--- config.mk ---
export PLATFORM = sky130hd
export DESIGN_NAME = md_dump
export DESIGN_NICKNAME = d
export VERILOG_FILES = /design/src/rtl/md_dump.sv
export SDC_FILE = /design/constraint.sdc
export NUM_CORES = 2
export LEC_CHECK = 0
export ABC_AREA = 0
export ABC_CLOCK_PERIOD_IN_PS = 29400
export CORE_AREA = 3 3 470 472
export CTS_CLUSTER_DIAMETER = 80
export DETAILED_ROUTE_END_ITERATION = 10
export DIE_AREA = 0 0 473 475
export PLACE_DENSITY_LB_ADDON = 0.2
export SLEW_MARGIN = 20
export SYNTH_ARGS = -nofsm -noshare
export SYNTH_HDL_FRONTEND = slang
export SYNTH_MEMORY_MAX_BITS = 65536
export SYNTH_SLANG_ARGS = --single-unit
export TNS_END_PERCENT = 10
--- constraint.sdc ---
create_clock -name clk -period 29.4 [get_ports clk]
set_input_delay 2.94 -clock clk [delete_from_list [all_inputs] [get_ports clk]]
set_output_delay 2.94 -clock clk [all_outputs]
set_load 0.005 [all_outputs]
--- src/rtl/md_dump.sv ---
// md_dump: streams per-cell position cache contents to the host as AXI-Stream beats
module md_dump #(
  parameter int NUM_CELLS         = 8,
  parameter int NUM_SUB_PACKETS   = 4,
  parameter int SUB_PACKET_WIDTH  = 128,
  parameter int OFFSET_WIDTH      = 27,
  parameter int ELEMENT_WIDTH     = 2,
  parameter int PARTICLE_ID_WIDTH = 7,
  parameter int RD_LATENCY        = 2,
  parameter int FIFO_DEPTH        = 8
) (
  input  logic                                      clk,
  input  logic                                      rst,
  input  logic                                      i_dump_start,
  input  logic [PARTICLE_ID_WIDTH-1:0]              i_dump_num_particles,
  output logic                                      o_dump_rd_en,
  output logic [PARTICLE_ID_WIDTH-1:0]              o_dump_rd_addr,
  input  logic [NUM_CELLS*3*OFFSET_WIDTH-1:0]       i_dump_data,
  input  logic [NUM_CELLS*ELEMENT_WIDTH-1:0]        i_dump_element,
  output logic [NUM_SUB_PACKETS*SUB_PACKET_WIDTH-1:0] o_dump_tdata,
  output logic                                      o_dump_tvalid,
  input  logic                                      i_dump_tready,
  output logic                                      o_dump_tlast,
  output logic                                      o_dump_busy,
  output logic                                      o_dump_done
);
  localparam int NUM_DUMP_STEPS = NUM_CELLS / NUM_SUB_PACKETS;
  localparam int AXW = NUM_SUB_PACKETS * SUB_PACKET_WIDTH;
  localparam int OSW = 3 * OFFSET_WIDTH;
  localparam int STEP_W = NUM_DUMP_STEPS > 1 ? $clog2(NUM_DUMP_STEPS) : 1;
  localparam int PTR_W = FIFO_DEPTH > 1 ? $clog2(FIFO_DEPTH) : 1;
  localparam int CW = $clog2(FIFO_DEPTH + RD_LATENCY + 1);
  typedef enum logic [1:0] {IDLE, READ, DRAIN, DONE} state_t;
  state_t state_q, state_d;
  logic [PARTICLE_ID_WIDTH-1:0] n_q, n_d, addr_q, addr_d;
  logic [STEP_W-1:0] step_q, step_d;
  logic [RD_LATENCY-1:0] pv_q, pl_q;
  logic [STEP_W-1:0] ps_q [RD_LATENCY];
  logic [AXW:0] mem [FIFO_DEPTH];
  logic [PTR_W-1:0] wp_q, rp_q;
  logic [CW-1:0] cnt_q, inflight;
  logic rd_en, push, pop, last_addr, last_step, drain_ok;
  logic [AXW-1:0] beat;
  always_comb begin
    inflight = '0;
    for (int k = 0; k < RD_LATENCY; k++) inflight = inflight + CW'(pv_q[k]);
  end
  assign rd_en = state_q == READ && (inflight + cnt_q) < CW'(FIFO_DEPTH);
  assign last_addr = addr_q == n_q - 1'b1;
  assign last_step = step_q == STEP_W'(NUM_DUMP_STEPS - 1);
  assign push = pv_q[RD_LATENCY-1];
  assign o_dump_tvalid = cnt_q != '0;
  assign pop = o_dump_tvalid && i_dump_tready;
  assign drain_ok = inflight == '0 && cnt_q - CW'(pop) == '0;
  always_comb begin
    state_d = state_q;
    n_d = n_q;
    addr_d = addr_q;
    step_d = step_q;
    case (state_q)
      IDLE: if (i_dump_start) begin
        n_d = i_dump_num_particles;
        addr_d = '0;
        step_d = '0;
        state_d = i_dump_num_particles == '0 ? DONE : READ;
      end
      READ: if (rd_en) begin
        addr_d = last_addr ? '0 : addr_q + 1'b1;
        step_d = last_addr && !last_step ? step_q + 1'b1 : step_q;
        state_d = last_addr && last_step ? DRAIN : READ;
      end
      DRAIN: state_d = drain_ok ? DONE : DRAIN;
      default: state_d = IDLE;
    endcase
  end
  always_ff @(posedge clk) begin
    if (rst) begin
      state_q <= IDLE;
      n_q <= '0;
      addr_q <= '0;
      step_q <= '0;
    end else begin
      state_q <= state_d;
      n_q <= n_d;
      addr_q <= addr_d;
      step_q <= step_d;
    end
  end
  always_ff @(posedge clk) begin
    if (rst) begin
      pv_q <= '0;
      pl_q <= '0;
      for (int k = 0; k < RD_LATENCY; k++) ps_q[k] <= '0;
    end else begin
      for (int k = RD_LATENCY - 1; k > 0; k--) begin
        pv_q[k] <= pv_q[k-1];
        pl_q[k] <= pl_q[k-1];
        ps_q[k] <= ps_q[k-1];
      end
      pv_q[0] <= rd_en;
      pl_q[0] <= rd_en && last_addr && last_step;
      ps_q[0] <= step_q;
    end
  end
  always_comb begin
    beat = '0;
    for (int i = 0; i < NUM_SUB_PACKETS; i++) begin
      beat[i*SUB_PACKET_WIDTH +: OFFSET_WIDTH] = i_dump_data[(int'(ps_q[RD_LATENCY-1])*NUM_SUB_PACKETS+i)*OSW +: OFFSET_WIDTH];
      beat[i*SUB_PACKET_WIDTH+32 +: OFFSET_WIDTH] = i_dump_data[(int'(ps_q[RD_LATENCY-1])*NUM_SUB_PACKETS+i)*OSW+OFFSET_WIDTH +: OFFSET_WIDTH];
      beat[i*SUB_PACKET_WIDTH+64 +: OFFSET_WIDTH] = i_dump_data[(int'(ps_q[RD_LATENCY-1])*NUM_SUB_PACKETS+i)*OSW+2*OFFSET_WIDTH +: OFFSET_WIDTH];
      beat[i*SUB_PACKET_WIDTH+96 +: ELEMENT_WIDTH] = i_dump_element[(int'(ps_q[RD_LATENCY-1])*NUM_SUB_PACKETS+i)*ELEMENT_WIDTH +: ELEMENT_WIDTH];
    end
  end
  always_ff @(posedge clk) begin
    if (push) mem[wp_q] <= {pl_q[RD_LATENCY-1], beat};
  end
  always_ff @(posedge clk) begin
    if (rst) begin
      wp_q <= '0;
      rp_q <= '0;
      cnt_q <= '0;
    end else begin
      if (push) wp_q <= wp_q == PTR_W'(FIFO_DEPTH - 1) ? '0 : wp_q + 1'b1;
      if (pop) rp_q <= rp_q == PTR_W'(FIFO_DEPTH - 1) ? '0 : rp_q + 1'b1;
      cnt_q <= cnt_q + CW'(push) - CW'(pop);
    end
  end
  assign o_dump_rd_en = rd_en;
  assign o_dump_rd_addr = addr_q;
  assign o_dump_tdata = o_dump_tvalid ? mem[rp_q][AXW-1:0] : '0;
  assign o_dump_tlast = o_dump_tvalid && mem[rp_q][AXW];
  assign o_dump_busy = state_q != IDLE;
  assign o_dump_done = state_q == DONE;
endmodule

==> flow_metrics.tcl <==
set metrics [dict create \
    finalNetCount 6829 \
    hold_path_end "ps_q[0][1]" \
    ys_async_sr_fraction_pct 0 \
    synth_top_family_by_area "multiplexers" \
    vdd_drop_max_v 0.00005757 \
    intPower_mw 7.417 \
    clockBufferDepth 4 \
    layout-drive-gt1-share_pct 23.39 \
    first_iter_violations 4157 \
    critPathMaxFanout 66 \
    fin_crit_ns 10.34 \
    synth_fa_ha_area_share_pct 0.2045 \
    die_h_um 475 \
    cts.reportedPaths.clkPinSlew_ns 0.05 \
    syn_inst 4999 \
    synth-seq-cells 2700 \
    clock_skew_ns 0.04712 \
    ff2ff_path_depth 6 \
    r2r_start "pv_q[1]" \
    clock-sinks 2700 \
    htree_num_levels 5 \
    p_leak_nw 40.01 \
    relSlewSlack_pct 27.01 \
    vias_per_cell 5.670 \
    power_mw 9.913 \
    seq_area_frac_synth_pct 74.98 \
    holdPathStages 1 \
    die_w_um 473 \
    r2r_setup_slack_ns 23.87 \
    ys_warn_count 0 \
    post-place-cells 8695 \
    synth_mux_area_share_pct 20.53 \
    post_cts_resized 0 \
    cts_tree "yes" \
    die-area_um2 224700 \
    coreArea_um2 217000 \
    gr-total-overflow 0 \
    final_cell_mix "edfxtp_1 (2664), clkdlybuf4s50_1 (1018), mux4_2 (666), nor2_1 (347), mux2i_1 (336)" \
    rows 171 \
    grt_pass1_wl_um 365600 \
    initial_utilization_pct 49.62 \
    port_buffers 1018 \
    clockPowerShare_pct 34.6 \
    cts-root-buf "clkbuf_16" \
    via_count 52120 \
    grt_max_degree 123 \
    status "complete, no violations" \
    postLayoutCellArea_um2 129500 \
    rsz0062_at_grt "no" \
    fin_cells 9193 \
    grt_pass1_vias 54210 \
    grt_use_total_pct 22.25 \
    drv_slew 0 \
    p_switching_mw 2.496 \
    worstHoldStart "ps_q[0][0]" \
    ios 1199 \
    seqPwrFrac_pct 43.6 \
    wl_per_cell_um 27.35 \
    synth-xor-area-share_pct 0.09763 \
    fin_crit_sh_pct 35.15 \
    area_delta_synth_final_pct 20.26 \
    cts_buffers 294 \
    hold_class "flop to flop" \
    synth-simple-area-share_pct 1.650 \
    insertion_delay_ns 0.92 \
    p_comb_share_pct 21.8 \
    synth_area_per_cell_um2 21.54 \
    powerDensity_nw_per_um2 76.57 \
    crit_type "flop to output port" \
    maxCapViolations 0 \
    ant_nets 0 \
    cts_setup_buffers 0 \
    worstSetupEndpointType "output port" \
    reg2reg_to "mem[0][201]" \
    layout_commonest_cell "edfxtp_1" \
    syn_area_um2 107700 \
    gp_congestion 0.7782 \
    drtPass1Iterations 5 \
    drt_drc_violations_left 0 \
    routed_wl_um 251400 \
    setup_viol 0 \
    synth-main-ff-cell "edfxtp_1" \
    fmax_ghz 0.09676 \
    swShare_pct 25.18 \
    tightest_slew_ns 1.095 \
    dp.final_hpwl_um 150900 \
    antenna_found_initial 2 \
    critPathLaunchType "flop" \
    synth_compound_area_share_pct 0.2185 \
    critical_path_arrival_ns 7.40 \
    place_area_um2 120600 \
    worstPathRequired_ns 26.46 \
    synth.distinct_cells 50 \
    synth_edf_count 2664 \
    hold_buffers 0 \
    finalHoldViolCount 0 \
    setup_tns_ns 0 \
]
-- worst max-delay path, stage by stage (launching register included) --
cell and delay, ns:
dfxtp_4 0.88, buf_4 0.70, buf_4 0.79, buf_4 0.86
buf_4 0.82, buf_4 0.85, mux4_2 0.35, mux2i_1 0.08
nor2_1 0.35, clkdlybuf4s50_1 0.59
-- power groups by stage --
stage / registers, mW / clock network, mW / logic [mW]
floorplan: 4.43 / 0 / 1.12
global placement: 4.41 / 0 / 2.20
detailed placement: 4.41 / 0 / 2.20
CTS: 4.33 / 3.51 / 2.21
global route: 4.33 / 3.66 / 2.31
finish: 4.33 / 3.43 / 2.16
-- area by class of cell --
cell class	instances	area (um^2)
Fill cell	15530	87490
Antenna cell	3	7.507
Timing Repair Buffer	1108	11040
Multi-Input combinational cell	2015	25170
Tap cell	2854	3571
Clock inverter	125	1064
Sequential cell	2700	80730
Clock buffer	370	7812
Inverter	18	67.56
-- registers in the layout, summed over array words and instances, names as in the netlist, named ones only --
signal,flops
mem,2664
last_step,1
cnt_q,4
pl_q,2
ps_q,2
state_q,2
n_q,7
o_dump_rd_addr,7
pv_q,2
wp_q,3
rp_q,3
-- Yosys cell counts, types with 6 or more instances --
master,instances,area share (%)
a21oi_1,17,0.079
buf_1,67,0.23
buf_2,67,0.31
buf_4,180,1.3
clkbuf_1,131,0.46
dfxtp_1,36,0.67
edfxtp_1,2664,74
ha_1,16,0.19
inv_1,18,0.063
mux2_2,332,3.5
mux2i_1,336,3.1
mux4_2,666,14
nand2_1,41,0.14
nor2_1,353,1.2
nor3_1,6,0.028
xnor2_1,10,0.081
-- how the worst max path moves through the flow --
| stage | end | slack, ns | cells after the start |
|---|---|---|---|
| floorplan | mem[0][0] | 4.99 | 2 |
| global placement | o_dump_tdata[342] | 19.86 | 9 |
| detailed placement | o_dump_tdata[342] | 19.86 | 9 |
| CTS | o_dump_tdata[342] | 18.86 | 9 |
| global route | o_dump_tdata[334] | 18.46 | 9 |
| finish | o_dump_tdata[149] | 19.06 | 9 |
-- routing by layer --
metal	routed length, um	global-route usage, %
met1	100200	29.26
met2	130700	38.67
met3	14910	3.782
met4	5556	5.802
met5	0	0
-- through the flow --
step                hold slack (ns)  setup slack (ns)  util [%]
detailed placement           0.4317             19.86     55.58
global placement             0.4245             19.86     55.58
finish                       0.4436             19.06     59.67
CTS                          0.4450             18.86     59.67
floorplan                    0.4138             4.989         -
global route                 0.4579             18.46     59.67
-- logic make-up (layout without fill, tap and decap cells) --
kind of cell | after synthesis | in the layout
flip-flops | 2700 | 2700
multiplexers | 1334 | 1334
buffers and inverters | 463 | 1621
AND/OR/NAND/NOR | 436 | 436
AO/OA/AOI/OAI | 36 | 36
adder cells (fa/ha/maj) | 17 | 17
XOR/XNOR | 12 | 12
other | 1 | 183
(Power assumes the default switching activity.)
